==> config.mk <==
export PLATFORM = sky130hd
export DESIGN_NAME = fifo_ctrl
export DESIGN_NICKNAME = d
export VERILOG_FILES = /design/src/rtl/fifo_pkg.sv /design/src/rtl/fifo_ptr.sv /design/src/rtl/fifo_ctrl.sv
export SDC_FILE = /design/constraint.sdc
export NUM_CORES = 1
export LEC_CHECK = 0
export BUFFER_PORTS_ARGS = -buffer_cell sky130_fd_sc_hd__buf_2
export CAP_MARGIN = 30
export CORE_UTILIZATION = 39
export DETAILED_ROUTE_END_ITERATION = 8
export GPL_ROUTABILITY_DRIVEN = 0
export PLACE_DENSITY_LB_ADDON = 0.05
export RECOVER_POWER = 50
export SLEW_MARGIN = 20
export SYNTH_ARGS = -nofsm -noshare
export SYNTH_HDL_FRONTEND = slang
export SYNTH_SLANG_ARGS = --single-unit
==> constraint.sdc <==
create_clock -name clk -period 1.7 [get_ports clk]
set_input_delay 0.085 -clock clk [delete_from_list [all_inputs] [get_ports clk]]
set_output_delay 0.085 -clock clk [all_outputs]
set_load 0.03 [all_outputs]
==> src/rtl/fifo_pkg.sv <==
// Shared types, error-bit indices and the parity helper
// for the parity-protected FIFO controller.
package fifo_pkg;

    localparam int ERR_PAR   = 2;
    localparam int ERR_OVF   = 1;
    localparam int ERR_UNF   = 0;
    localparam int ERR_W     = 3;
    localparam int PAR_MAX_W = 64;

    typedef logic [ERR_W-1:0] err_t;

    // Callers zero-extend the payload; zero bits do not change the XOR.
    function automatic logic par(
        input logic [PAR_MAX_W-1:0] payload,
        input logic                 odd
    );
        return (^payload) ^ odd;
    endfunction

endpackage

==> src/rtl/fifo_ptr.sv <==
// Wrap-bit pointer register: ADDR_WIDTH address bits plus
// one wrap bit, counting modulo 2*FIFO_DEPTH.
module fifo_ptr #(
    parameter int AW = 2
) (
    input  logic        clk,
    input  logic        rst,
    input  logic        inc_i,
    output logic [AW:0] ptr_o
);

    logic [AW:0] ptr_q;
    logic [AW:0] ptr_d;

    always_comb begin
        ptr_d = ptr_q;
        if (inc_i) begin
            ptr_d = ptr_q + 1'b1;
        end
    end

    always_ff @(posedge clk) begin
        if (rst) begin
            ptr_q <= '0;
        end else begin
            ptr_q <= ptr_d;
        end
    end

    assign ptr_o = ptr_q;

endmodule

==> src/rtl/fifo_ctrl.sv <==
// Sequencing controller for the parity-protected FIFO:
// pointers, flags, push/pop acceptance, parity gen/check.
module fifo_ctrl
    import fifo_pkg::*;
#(
    parameter int FIFO_DEPTH = 4,
    parameter int PAYLOAD_W  = 16,
    parameter int ODD_PARITY = 0
) (
    input  logic                  clk,
    input  logic                  rst,
    input  logic                  push,
    input  logic [PAYLOAD_W-1:0]  push_data,
    input  logic                  inject_err,
    input  logic                  pop,
    output logic [PAYLOAD_W-1:0]  pop_data,
    output logic                  full,
    output logic                  empty,
    output logic [$clog2(FIFO_DEPTH):0] count,
    output logic                  parity_err,
    output err_t                  err_sticky,
    input  logic                  clr_err,
    output logic                  mem_en,
    output logic [$clog2(FIFO_DEPTH)-1:0] mem_wr_addr,
    output logic [$clog2(FIFO_DEPTH)-1:0] mem_rd_addr,
    output logic [PAYLOAD_W:0]    mem_wdata,
    input  logic [PAYLOAD_W:0]    mem_rdata
);

    localparam int   ADDR_WIDTH = $clog2(FIFO_DEPTH);
    localparam logic ODD        = (ODD_PARITY != 0);

    logic [ADDR_WIDTH:0] wr_ptr;
    logic [ADDR_WIDTH:0] rd_ptr;

    logic push_acc;
    logic pop_acc;
    logic rd_bad;

    logic [PAR_MAX_W-1:0] wr_ext;
    logic [PAR_MAX_W-1:0] rd_ext;

    logic perr_q;
    logic perr_d;
    err_t err_q;
    err_t err_d;
    err_t err_set;

    fifo_ptr #(.AW(ADDR_WIDTH)) u_wr_ptr (
        .clk   (clk),
        .rst   (rst),
        .inc_i (push_acc),
        .ptr_o (wr_ptr)
    );

    fifo_ptr #(.AW(ADDR_WIDTH)) u_rd_ptr (
        .clk   (clk),
        .rst   (rst),
        .inc_i (pop_acc),
        .ptr_o (rd_ptr)
    );

    assign empty = (wr_ptr == rd_ptr);
    assign full  = (wr_ptr[ADDR_WIDTH-1:0] == rd_ptr[ADDR_WIDTH-1:0])
                && (wr_ptr[ADDR_WIDTH] != rd_ptr[ADDR_WIDTH]);
    assign count = wr_ptr - rd_ptr;

    // Reset cycle swallows any concurrent request.
    assign pop_acc  = pop & ~empty & ~rst;
    assign push_acc = push & (~full | pop_acc) & ~rst;

    assign mem_en      = push_acc;
    assign mem_wr_addr = wr_ptr[ADDR_WIDTH-1:0];
    assign mem_rd_addr = rd_ptr[ADDR_WIDTH-1:0];

    always_comb begin
        wr_ext = '0;
        rd_ext = '0;
        wr_ext[PAYLOAD_W-1:0] = push_data;
        rd_ext[PAYLOAD_W-1:0] = mem_rdata[PAYLOAD_W-1:0];
    end

    assign mem_wdata = {par(wr_ext, ODD) ^ inject_err, push_data};
    assign pop_data  = mem_rdata[PAYLOAD_W-1:0];
    assign rd_bad    = par(rd_ext, ODD) != mem_rdata[PAYLOAD_W];

    always_comb begin
        err_set          = '0;
        err_set[ERR_PAR] = pop_acc & rd_bad;
        err_set[ERR_OVF] = push & full & ~pop_acc;
        err_set[ERR_UNF] = pop & empty;
        err_d            = (clr_err ? '0 : err_q) | err_set;
        perr_d           = pop_acc & rd_bad;
    end

    always_ff @(posedge clk) begin
        if (rst) begin
            err_q  <= '0;
            perr_q <= 1'b0;
        end else begin
            err_q  <= err_d;
            perr_q <= perr_d;
        end
    end

    assign err_sticky = err_q;
    assign parity_err = perr_q;

endmodule

# == Yosys cells after proc, flatten, opt, wreduce, memory -nomap -nowiden ==
# Cells that the tools add are included.
# classes
n_addsub,3
multipliers,0
n_div,0
magnitude_cmp,0
n_eq_ne,4
shift,0
mux,1
n_bitwise,15
reduce_logical,3
# op_table
op,n
$reduce_xor 64->1,2
$and 1x1->1,8
$add 3x1->3 const B,2
$not 1->1,4
$eq 3x3->1,1
$mux 3,1
$or 3x3->3,1
$sub 3x3->3,1
$eq 2x2->1,1
$ne 1x1->1,2
$logic_and 1x1->1,1
$or 1x1->1,1
$xor 1x1->1,1
# totals
reg_bits,10
latchBits,0
mem_bits_rw,0
romBits,0
input_bits,39
output_inout_bits,47
word_cells,30
memories,0

# == Logic depth before layout (Yosys ltp) ==
# Gate-level depths: netlist of run 1.
# depth
ltp_word,7
ltp_mapped,7

# == Cells and area by module ==
# A second synthesis of run 1 with hierarchy kept.
# unflattened
hier_cells,114
area_unflattened_um2,1021.0
# by_module_without_submodules
mod,instances,cells_each,area_per_inst_um2,seq_area_each_um2
fifo_ctrl,1,92,778.2,80.1
fifo_ptr,2,11,121.4,60.1

# == Least setup slack after synthesis of run 1 ==
# OpenSTA, ideal clock, no wires.
# synth_timing
kind,register -> register
startpoint,"reg u_rd_ptr.ptr_q[1], in the netlist u_rd_ptr.ptr_o[1]"
endpoint,"reg err_q[1], in the netlist err_sticky[1]"
arrival_ns,1.562
setup_slack_ns,0.072
stages_incl_launch_ff,7
path_buffers,0
cell_sequence,dfxtp_1 inv_1 ha_1 nand2_1 nor2b_1 a32oi_1 nor2_1
# synth_via
word_cells_on_any_way,10
cone_classes,eq/ne (2); bitwise (7); reduce/logical (1)
# synth_lines
item,line_no,rtl
from (decl),fifo_ptr.sv:12,logic [AW:0] ptr_q;
from (signal assigned),fifo_ptr.sv:26,ptr_q <= ptr_d;
$eq 2x2->1,fifo_ctrl.sv:64,assign full = (wr_ptr[ADDR_WIDTH-1:0] == rd_ptr[ADDR_WIDTH-1:0])
$logic_and 1x1->1,fifo_ctrl.sv:65,&& (wr_ptr[ADDR_WIDTH] != rd_ptr[ADDR_WIDTH]);
named net full,fifo_ctrl.sv:17,"output logic full,"
$and 1x1->1 (2 in series),fifo_ctrl.sv:90,err_set[ERR_OVF] = push & full & ~pop_acc;
$or 3x3->3,fifo_ctrl.sv:92,err_d = (clr_err ? '0 : err_q) | err_set;
to (signal assigned),fifo_ctrl.sv:101,err_q <= err_d;
to (decl),fifo_ctrl.sv:45,err_t err_q;
# The timed path passes the listed nets, and every way through them passes these cells.
# A chain may end at the register's enable or synchronous reset.

# == Worst setup path in the final report of run 1 ==
# layout_timing
startpoint,"reg u_wr_ptr.ptr_q[0], in the netlist u_wr_ptr.ptr_o[0]"
endpoint,out count[2]
# layout_via
elab_chain_cells,1
# layout_rtl
item,line_no,rtl
from (decl),fifo_ptr.sv:12,
from (signal assigned),fifo_ptr.sv:26,
$sub 3x3->3,fifo_ctrl.sv:66,assign count = wr_ptr - rd_ptr;
to (decl),fifo_ctrl.sv:19,"output logic [$clog2(FIFO_DEPTH):0] count,"
# Every way passes these cells.

==> results_dict.tcl, run 1 <==
set metrics [dict create \
    num-nets-final 223 \
    synth_seq_cells 10 \
    synthesis.area_per_instance_um2 8.66 \
    hold_viol 0 \
    dieWidth_um 54.3 \
    grt_max_degree 14 \
    p_leak_nw 0.644 \
    clk_latency_ns 0.25 \
    number_of_buffers_inserted_during_clock_tree_synthesis 3 \
    hold_buffers 0 \
    arrival_ns 1.54 \
    fp.dieH_um 54.3 \
    number_of_antenna_violations_at_the_first_check_in_global_routing 0 \
    crit_fanout 2 \
    root_buffer_selected_by_cts "sky130_fd_sc_hd__clkbuf_4" \
    drt_first_iter_violations 1 \
    ioPinCount 86 \
    htreeDepth 1 \
    core_area_um2 2520 \
    grt_overflow 0 \
    slew_headroom 0.746 \
    ys_seq_area_frac 0.188 \
    synth_top_area_share 0.254 \
    place.detailed.instances 203 \
    final_min_period_over_clock_period 0.958 \
    critical_path_class "flop to output port" \
    setup-violations-final 0 \
    setup_total_negative_slack_ns 0 \
    power_report.internal_total_uw 657 \
    vias_after_detailed_routing 869 \
    first_pass_grt_wire_length_mm 2.79 \
    final_util 0.504 \
    timing.hold.ws_ns 0.108 \
    fraction_of_final_layout_cells_sized_beyond_drive_strength_1 0.384 \
    die_area_um2 2940 \
    power.share.clock 0.123 \
    numPortBuffers 85 \
    outcome "completed" \
    place.detailed.hpwl_mm 1.63 \
    power_frac_comb 0.651 \
    crit_required_ns 1.62 \
    finalInstanceArea_um2 1270 \
    rsz0062_at_grt "false" \
    ant_nets 0 \
    syn-cell-area_um2 1060 \
    finalMaxSlewViolations 0 \
    grt_pass1_vias 701 \
    clkTransAtPathRegs_ns 0.06 \
    min-delay-path-class "primary input to flop" \
    synth_top_cell_by_area "sky130_fd_sc_hd__buf_4" \
    netSwitchingPower_uw 604 \
    finClkSkew_ns 0.00221 \
    drc 0 \
    track_usage 0.128 \
    layout_commonest_cell "sky130_fd_sc_hd__buf_2" \
    stdcell_count 207 \
    yosysUniqueCellTypes 22 \
    cts_tree "done" \
    synth.top_cells.by_area "sky130_fd_sc_hd__buf_4 25%, sky130_fd_sc_hd__xnor2_1 23%, sky130_fd_sc_hd__dfxtp_1 19%, sky130_fd_sc_hd__xor2_1 5.8%, sky130_fd_sc_hd__ha_1 4.7%" \
    maxCapViolCount 0 \
    sw_frac_of_total 0.479 \
    clkSinkCount 10 \
    max_vdd_drop_uv 833 \
    drt-wirelength-per-cell_um 8.69 \
    initial_core_utilization 0.422 \
    fp-row-count 18 \
    timing.critical_path.to_type "output port" \
    postSynthNetCount 167 \
    cts_buffer_depth 2 \
    final_cell_mix "56 x sky130_fd_sc_hd__buf_2, 28 x sky130_fd_sc_hd__xnor2_1, 27 x sky130_fd_sc_hd__clkbuf_1" \
    fmax_mhz 614 \
    postPlaceCellArea_um2 1270 \
    crit_path_start_kind "flop" \
    power_density_nw_per_um2 992 \
    area_growth_syn_to_layout_pct 19.4 \
    ant_cells 0 \
    yosysWarnings 0 \
    post_synth_inst_count 123 \
    transition_time_at_the_pin_with_the_least_slew_margin_ns 0.382 \
    total_routed_length_mm 1.80 \
    drt-pass1-iter-count 3 \
    finalCriticalPeriod_ns 1.63 \
    seqPwrFrac 0.226 \
    via_per_inst 4.20 \
]
==> synth_stat cells, drive strengths merged <==
master / instances
o21ai: 1
xnor3: 1
clkinv: 1
xor2: 7
a22oi: 1
buf: 36
a32oi: 1
ha: 4
nand2b: 1
dfxtp: 10
xnor2: 29
nand2: 2
mux2i: 2
nor2: 13
fa: 1
nor3: 1
o31ai: 1
inv: 8
a41o: 1
clkbuf: 1
nor2b: 1
==> cell families after synthesis <==
| logic type | count (synthesis) | synth area share |
|---|---|---|
| XOR/XNOR | 37 | 0.324 |
| flip-flops | 10 | 0.188 |
| multiplexers | 2 | 0.0188 |
| AND/OR/NAND/NOR | 18 | 0.0693 |
| adder cells (fa/ha/maj) | 5 | 0.0658 |
| buffers and inverters | 46 | 0.289 |
| AO/OA/AOI/OAI | 5 | 0.0447 |
==> repair_timing <==
action | CTS | global route
buffers inserted | 0 | 1
resized for setup | 1 | 3
hold endpoints to repair | 0 | 0
setup endpoints to repair | 1 | 3
==> worst paths after layout <==
| check | from | end | slack, ns | cells past startpoint |
|---|---|---|---|---|
| setup / recovery | u_wr_ptr.ptr_o[0]$_SDFFE_PP0P_ | count[2] | 0.07 | 5 |
| hold / removal | push | err_sticky[1]$_SDFF_PP0_ | 0.11 | 3 |
| setup reg to reg | u_wr_ptr.ptr_o[0]$_SDFFE_PP0P_ | u_rd_ptr.ptr_o[2]$_SDFFE_PP0P_ | 0.25 | 7 |
| hold reg to reg | err_sticky[2]$_SDFF_PP0_ | err_sticky[2]$_SDFF_PP0_ | 0.46 | 2 |
==> through the flow <==
step / power [mW] / worst slack (ns)
global placement: 1.10 / 0.253
global route: 1.36 / 0.00310
detailed placement: 1.12 / 0.185
floorplan: 0.960 / 0.0720
finish: 1.26 / 0.0708
CTS: 1.28 / 0.00146
==> power groups by stage <==
stage          sequential (mW)  combinational [mW]  clock (mW)
3_3_place_gp             0.290               0.814           0
5_1_grt                  0.290               0.891       0.180
3_5_place_dp             0.291               0.824           0
4_1_cts                  0.286               0.831       0.160
6_report                 0.285               0.820       0.156
2_1_floorplan            0.318               0.643           0
==> state kept, by name, indices dropped and copies added (netlist names) <==
name,flops
parity_err,1
u_rd_ptr.ptr_o,3
u_wr_ptr.ptr_o,3
err_sticky,3
==> critical path, cell delays in order (launching register included) <==
cell and delay [ns]:
sky130_fd_sc_hd__dfxtp_2 0.33, sky130_fd_sc_hd__inv_1 0.05, sky130_fd_sc_hd__ha_1 0.21, sky130_fd_sc_hd__fa_1 0.38
sky130_fd_sc_hd__xor2_1 0.17, sky130_fd_sc_hd__buf_4 0.16
==> routing by layer <==
layer	vias up	part of all wire	track usage
li1	451	-	-
met1	369	0.39	0.153
met2	47	0.51	0.226
met3	2	0.087	0.0194
met4	0	0.011	0.0513
met5	-	0	0
==> area by class of cell <==
type	instances	area (µm²)
flip-flops and latches	10	201
fillers	279	1250
inverters	9	33.8
multi-input cells	67	557
clock buffers	3	22.5
well taps	30	37.5
repair buffers	88	419
Power figures use the tool's default switching activity.
==> run 2, diff against run 1 <==
- clock period: 1.7 -> 1.51 ns (I/O delays scaled with it)
==> results_dict.tcl, run 2 (same netlist as run 1, synthesis figures left out) <==
set metrics [dict create \
    outcome "finished with violations" \
    violated_checks "negative setup slack" \
    worstSetupPathDepth 5 \
    clkTransAtPathRegs_ns 0.07 \
    m1WireLength_um 758 \
    worst_r2r_path_depth 6 \
    power_density_nw_per_um2 1140 \
    setup-violations-final 1 \
    slew_headroom 0.750 \
    met3_length_um 144 \
    area_growth_syn_to_layout_pct 30.9 \
    track_usage 0.140 \
    drt-pass1-iter-count 4 \
    htreeDepth 1 \
    final_critical_path_setup_slack_ns -0.0390 \
    crit_path_frequent_cell "sky130_fd_sc_hd__inv_2" \
    via_per_inst 4.19 \
    crit_family "adder cells" \
    initial_core_utilization 0.422 \
    transition_time_at_the_pin_with_the_least_slew_margin_ns 0.377 \
    finalMaxSlewViolations 0 \
    dieWidth_um 54.3 \
    filler_cell_count 270 \
    numPortBuffers 85 \
    clkSinkCount 10 \
    crit_path_start_kind "flop" \
    maxCapViolCount 0 \
    ioPinCount 86 \
    drc 0 \
    sw_frac_of_total 0.465 \
    drt-wirelength-per-cell_um 9.01 \
    seqPwrFrac 0.202 \
    crit_fanout 2 \
    hold_viol 0 \
    multiInputGateArea_um2 599 \
    grt_overflow 0 \
    die_area_um2 2940 \
    drt_first_iter_violations 5 \
    critical_path_class "flop to output port" \
    arrival_ns 1.47 \
    critPathCapture "count[1]" \
    crit_chain "inv_2 > ha_4 > fa_2 > inv_2 > buf_6" \
    final_min_period_over_clock_period 1.03 \
    final_util 0.553 \
    reg2reg_slack_ns 0.13 \
    root_buffer_selected_by_cts "sky130_fd_sc_hd__clkbuf_4" \
    power_frac_comb 0.682 \
    crit_slowest_cell "sky130_fd_sc_hd__fa_2" \
    cts_tree "done" \
    final_cell_mix "55 x sky130_fd_sc_hd__buf_2, 28 x sky130_fd_sc_hd__xnor2_1, 25 x sky130_fd_sc_hd__clkbuf_1" \
    power.share.clock 0.116 \
    worstReg2RegEnd "u_wr_ptr.ptr_o[2]$_SDFFE_PP0P_" \
    timing.critical_path.buf_inv 3 \
    hold_buffers 0 \
    highest_layer "met4" \
    clk_latency_ns 0.26 \
    core_area_um2 2520 \
    netSwitchingPower_uw 738 \
    final-seq-area_um2 204 \
    rr_startpoint "u_wr_ptr.ptr_o[1]$_SDFFE_PP0P_" \
    place.detailed.hpwl_mm 1.63 \
    ant_nets 0 \
    fp-row-count 18 \
    min-delay-path-class "primary input to flop" \
    wire_length_on_met2_mm 1.01 \
    total_routed_length_mm 1.93 \
    crit_required_ns 1.43 \
    grt_max_degree 13 \
    grt_pass1_vias 760 \
    cts_buffer_depth 2 \
    crit_path_start "u_wr_ptr.ptr_o[0]$_SDFFE_PP0P_" \
    rsz0062_at_grt "true" \
    number_of_antenna_violations_at_the_first_check_in_global_routing 0 \
    finalCriticalPeriod_ns 1.55 \
    fp.dieH_um 54.3 \
    number_of_buffers_inserted_during_clock_tree_synthesis 3 \
    fmax_mhz 646 \
    layout_commonest_cell "sky130_fd_sc_hd__buf_2" \
    vias_after_detailed_routing 897 \
    ant_cells 0 \
    cpPeakStageDelay_ns 0.52 \
    finClkSkew_ns 0.00595 \
    fraction_of_final_layout_cells_sized_beyond_drive_strength_1 0.478 \
    setup_total_negative_slack_ns -0.0390 \
    first_pass_grt_wire_length_mm 2.96 \
    power_report.internal_total_uw 848 \
    timing.critical_path.to_type "output port" \
    dpl_worst_slack_ns 0.0475 \
    max_vdd_drop_uv 618 \
    p_leak_nw 0.688 \
    num-nets-final 230 \
]
-- run 2: changes by cell type in the layout (fill, tap and decap cells not counted), moves of 2 or more --
cell / before / now
sky130_fd_sc_hd__inv_1: 8 / 6
sky130_fd_sc_hd__nor2_1: 13 / 11
sky130_fd_sc_hd__clkbuf_1: 27 / 25
sky130_fd_sc_hd__buf_4: 5 / 11
sky130_fd_sc_hd__inv_2: 0 / 2
sky130_fd_sc_hd__dfxtp_2: 1 / 3
sky130_fd_sc_hd__buf_6: 0 / 4
sky130_fd_sc_hd__dfxtp_1: 9 / 7
-- run 2: repair_timing --
action | in CTS | in global routing
setup buffers | 3 | 1
pin swaps | 4 | 1
gates resized for setup | 16 | 5
endpoints found under the setup margin | 5 | 6
-- run 2: worst reg2reg max path, stage by stage (launching register included) --
cell and delay, ns:
sky130_fd_sc_hd__dfxtp_2 0.35, sky130_fd_sc_hd__ha_1 0.32, sky130_fd_sc_hd__a41o_1 0.20, sky130_fd_sc_hd__buf_4 0.15, sky130_fd_sc_hd__nor2_2 0.09, sky130_fd_sc_hd__xnor2_1 0.12, sky130_fd_sc_hd__nor2_1 0.05
-- run 2: how the worst min path moves through the flow --
stage	end	slack [ns]	cells after the start	start
6_report	err_sticky[1]$_SDFF_PP0_	0.1	3	push
5_1_grt	err_sticky[2]$_SDFF_PP0_	0.13	4	clr_err
4_1_cts	err_sticky[1]$_SDFF_PP0_	0.1	3	push
3_5_place_dp	err_sticky[1]$_SDFF_PP0_	0.37	3	push
3_3_place_gp	err_sticky[1]$_SDFF_PP0_	0.36	3	push
2_1_floorplan	err_sticky[2]$_SDFF_PP0_	0.17	1	rst
-- run 2: metrics by stage --
stage                     area, µm²  hold WS, ns  cells  total power [mW]
after global placement         1310        0.360    207              1.30
after floorplan                1080        0.173    123              1.10
after detailed placement       1310        0.370    207              1.31
after CTS                      1410       0.0987    213              1.58
final                          1390       0.0996    214              1.59
after global routing           1390        0.128    214              1.70
-- run 2: cell type report --
class	instances	area share
well taps	30	0.0269
repair buffers	95	0.356
multi-input cells	67	0.430
clock buffers	3	0.0162
flip-flops and latches	10	0.146
inverters	9	0.0242
-- run 2: metal layers --
metal / vias to the layer above / track usage
met5: - / 0
met4: 0 / 0.0641
met3: 2 / 0.0222
met2: 46 / 0.260
met1: 380 / 0.153
li1: 469 / -
-- run 2: power groups by stage --
| stage | clock, mW | combinational [mW] | sequential, mW |
|---|---|---|---|
| 6_report | 0.184 | 1.08 | 0.321 |
| 5_1_grt | 0.194 | 1.18 | 0.325 |
| 2_1_floorplan | 0 | 0.739 | 0.358 |
| 4_1_cts | 0.184 | 1.07 | 0.321 |
| 3_5_place_dp | 0 | 0.986 | 0.322 |
| 3_3_place_gp | 0 | 0.978 | 0.321 |
==> run 3, diff against run 2 <==
- MAX_ROUTING_LAYER: not set -> met4
==> results_dict.tcl, run 3 (same netlist as run 1, synthesis figures left out) <==
set metrics [dict create \
    number_of_antenna_violations_at_the_first_check_in_global_routing 0 \
    dieWidth_um 54.3 \
    transition_time_at_the_pin_with_the_least_slew_margin_ns 0.377 \
    outcome "finished with violations" \
    timing.critical_path.to_type "output port" \
    track_usage 0.144 \
    fp-row-count 18 \
    final_util 0.553 \
    clk_latency_ns 0.26 \
    vias_after_detailed_routing 897 \
    number_of_buffers_inserted_during_clock_tree_synthesis 3 \
    area_growth_syn_to_layout_pct 30.9 \
    finalMaxSlewViolations 0 \
    max_vdd_drop_uv 619 \
    drt-pass1-iter-count 4 \
    min-delay-path-class "primary input to flop" \
    setup-violations-final 1 \
    die_area_um2 2940 \
    rsz0062_at_grt "true" \
    numPortBuffers 85 \
    violated_checks "negative setup slack" \
    place.detailed.hpwl_mm 1.63 \
    crit_fanout 2 \
    drc 0 \
    drt_first_iter_violations 5 \
    filler_cell_count 270 \
    maxCapViolCount 0 \
    num-nets-final 230 \
    finalCriticalPeriod_ns 1.55 \
    core_area_um2 2520 \
    crit_required_ns 1.43 \
    finClkSkew_ns 0.00593 \
    p_leak_nw 0.688 \
    final_min_period_over_clock_period 1.03 \
    final_cell_mix "55 x sky130_fd_sc_hd__buf_2, 28 x sky130_fd_sc_hd__xnor2_1, 25 x sky130_fd_sc_hd__clkbuf_1" \
    arrival_ns 1.47 \
    initial_core_utilization 0.422 \
    clkSinkCount 10 \
    final_critical_path_setup_slack_ns -0.0390 \
    grt_max_degree 13 \
    power_density_nw_per_um2 1140 \
    hold_viol 0 \
    cts_buffer_depth 2 \
    hold_buffers 0 \
    ant_nets 0 \
    grt_overflow 0 \
    ioPinCount 86 \
    root_buffer_selected_by_cts "sky130_fd_sc_hd__clkbuf_4" \
    critical_path_class "flop to output port" \
    cts_tree "done" \
    first_pass_grt_wire_length_mm 2.97 \
    drt-wirelength-per-cell_um 9.01 \
    total_routed_length_mm 1.93 \
    fraction_of_final_layout_cells_sized_beyond_drive_strength_1 0.478 \
    htreeDepth 1 \
    clkTransAtPathRegs_ns 0.07 \
    layout_commonest_cell "sky130_fd_sc_hd__buf_2" \
    slew_headroom 0.750 \
    fp.dieH_um 54.3 \
    via_per_inst 4.19 \
    dpl_worst_slack_ns 0.0475 \
    ant_cells 0 \
    fmax_mhz 646 \
    crit_path_start_kind "flop" \
    grt_pass1_vias 759 \
]
-- run 3: path summary, 6_finish.rpt --
path	start	to	slack, ns	cells after the start
setup / recovery	u_wr_ptr.ptr_o[0]$_SDFFE_PP0P_	count[1]	-0.04	5
hold / removal	push	err_sticky[1]$_SDFF_PP0_	0.1	3
setup reg to reg	u_wr_ptr.ptr_o[1]$_SDFFE_PP0P_	u_wr_ptr.ptr_o[2]$_SDFFE_PP0P_	0.13	6
hold reg to reg	err_sticky[2]$_SDFF_PP0_	err_sticky[2]$_SDFF_PP0_	0.47	2
-- run 3: report_power, final --
group / switching, mW / internal, mW
Clock: 0.0920 / 0.0919
Combinational: 0.625 / 0.457
Sequential: 0.0218 / 0.299
-- run 3: routing by layer --
| layer | GRT usage | wire length (µm) |
|---|---|---|
| met1 | 0.156 | 771 |
| met5 | - | 0 |
| met2 | 0.260 | 1010 |
| met4 | 0.0641 | 19 |
| met3 | 0.0167 | 132 |
-- run 3: timing repair --
| item | CTS | global route |
|---|---|---|
| gates resized for setup | 16 | 5 |
| endpoints found under the setup margin | 5 | 6 |
| setup buffers | 3 | 1 |
| pin swaps | 4 | 1 |
| cloned | 0 | 0 |
-- run 3: worst max-delay path, stage by stage, from the launching register on --
cell	delay, ns
sky130_fd_sc_hd__dfxtp_2	0.34
sky130_fd_sc_hd__inv_2	0.05
sky130_fd_sc_hd__ha_4	0.15
sky130_fd_sc_hd__fa_2	0.52
sky130_fd_sc_hd__inv_2	0.03
sky130_fd_sc_hd__buf_6	0.12
-- run 3: area by class of cell --
cell class | instances | area (µm²) | share of cell area
clock buffers | 3 | 22.5 | 0.0162
flip-flops and latches | 10 | 204 | 0.146
multi-input cells | 67 | 599 | 0.430
well taps | 30 | 37.5 | 0.0269
repair buffers | 95 | 497 | 0.356
inverters | 9 | 33.8 | 0.0242
-- run 3: through the flow --
step	TNS, ns	total power [mW]	cells	hold slack (ns)	instance area, µm²
3_3_place_gp	0	1.30	207	0.360	1310
4_1_cts	-0.0714	1.58	213	0.0987	1410
3_5_place_dp	0	1.31	207	0.370	1310
2_1_floorplan	0	1.10	123	0.173	1080
6_report	-0.0390	1.59	214	0.0997	1390
5_1_grt	-0.187	1.70	214	0.128	1390
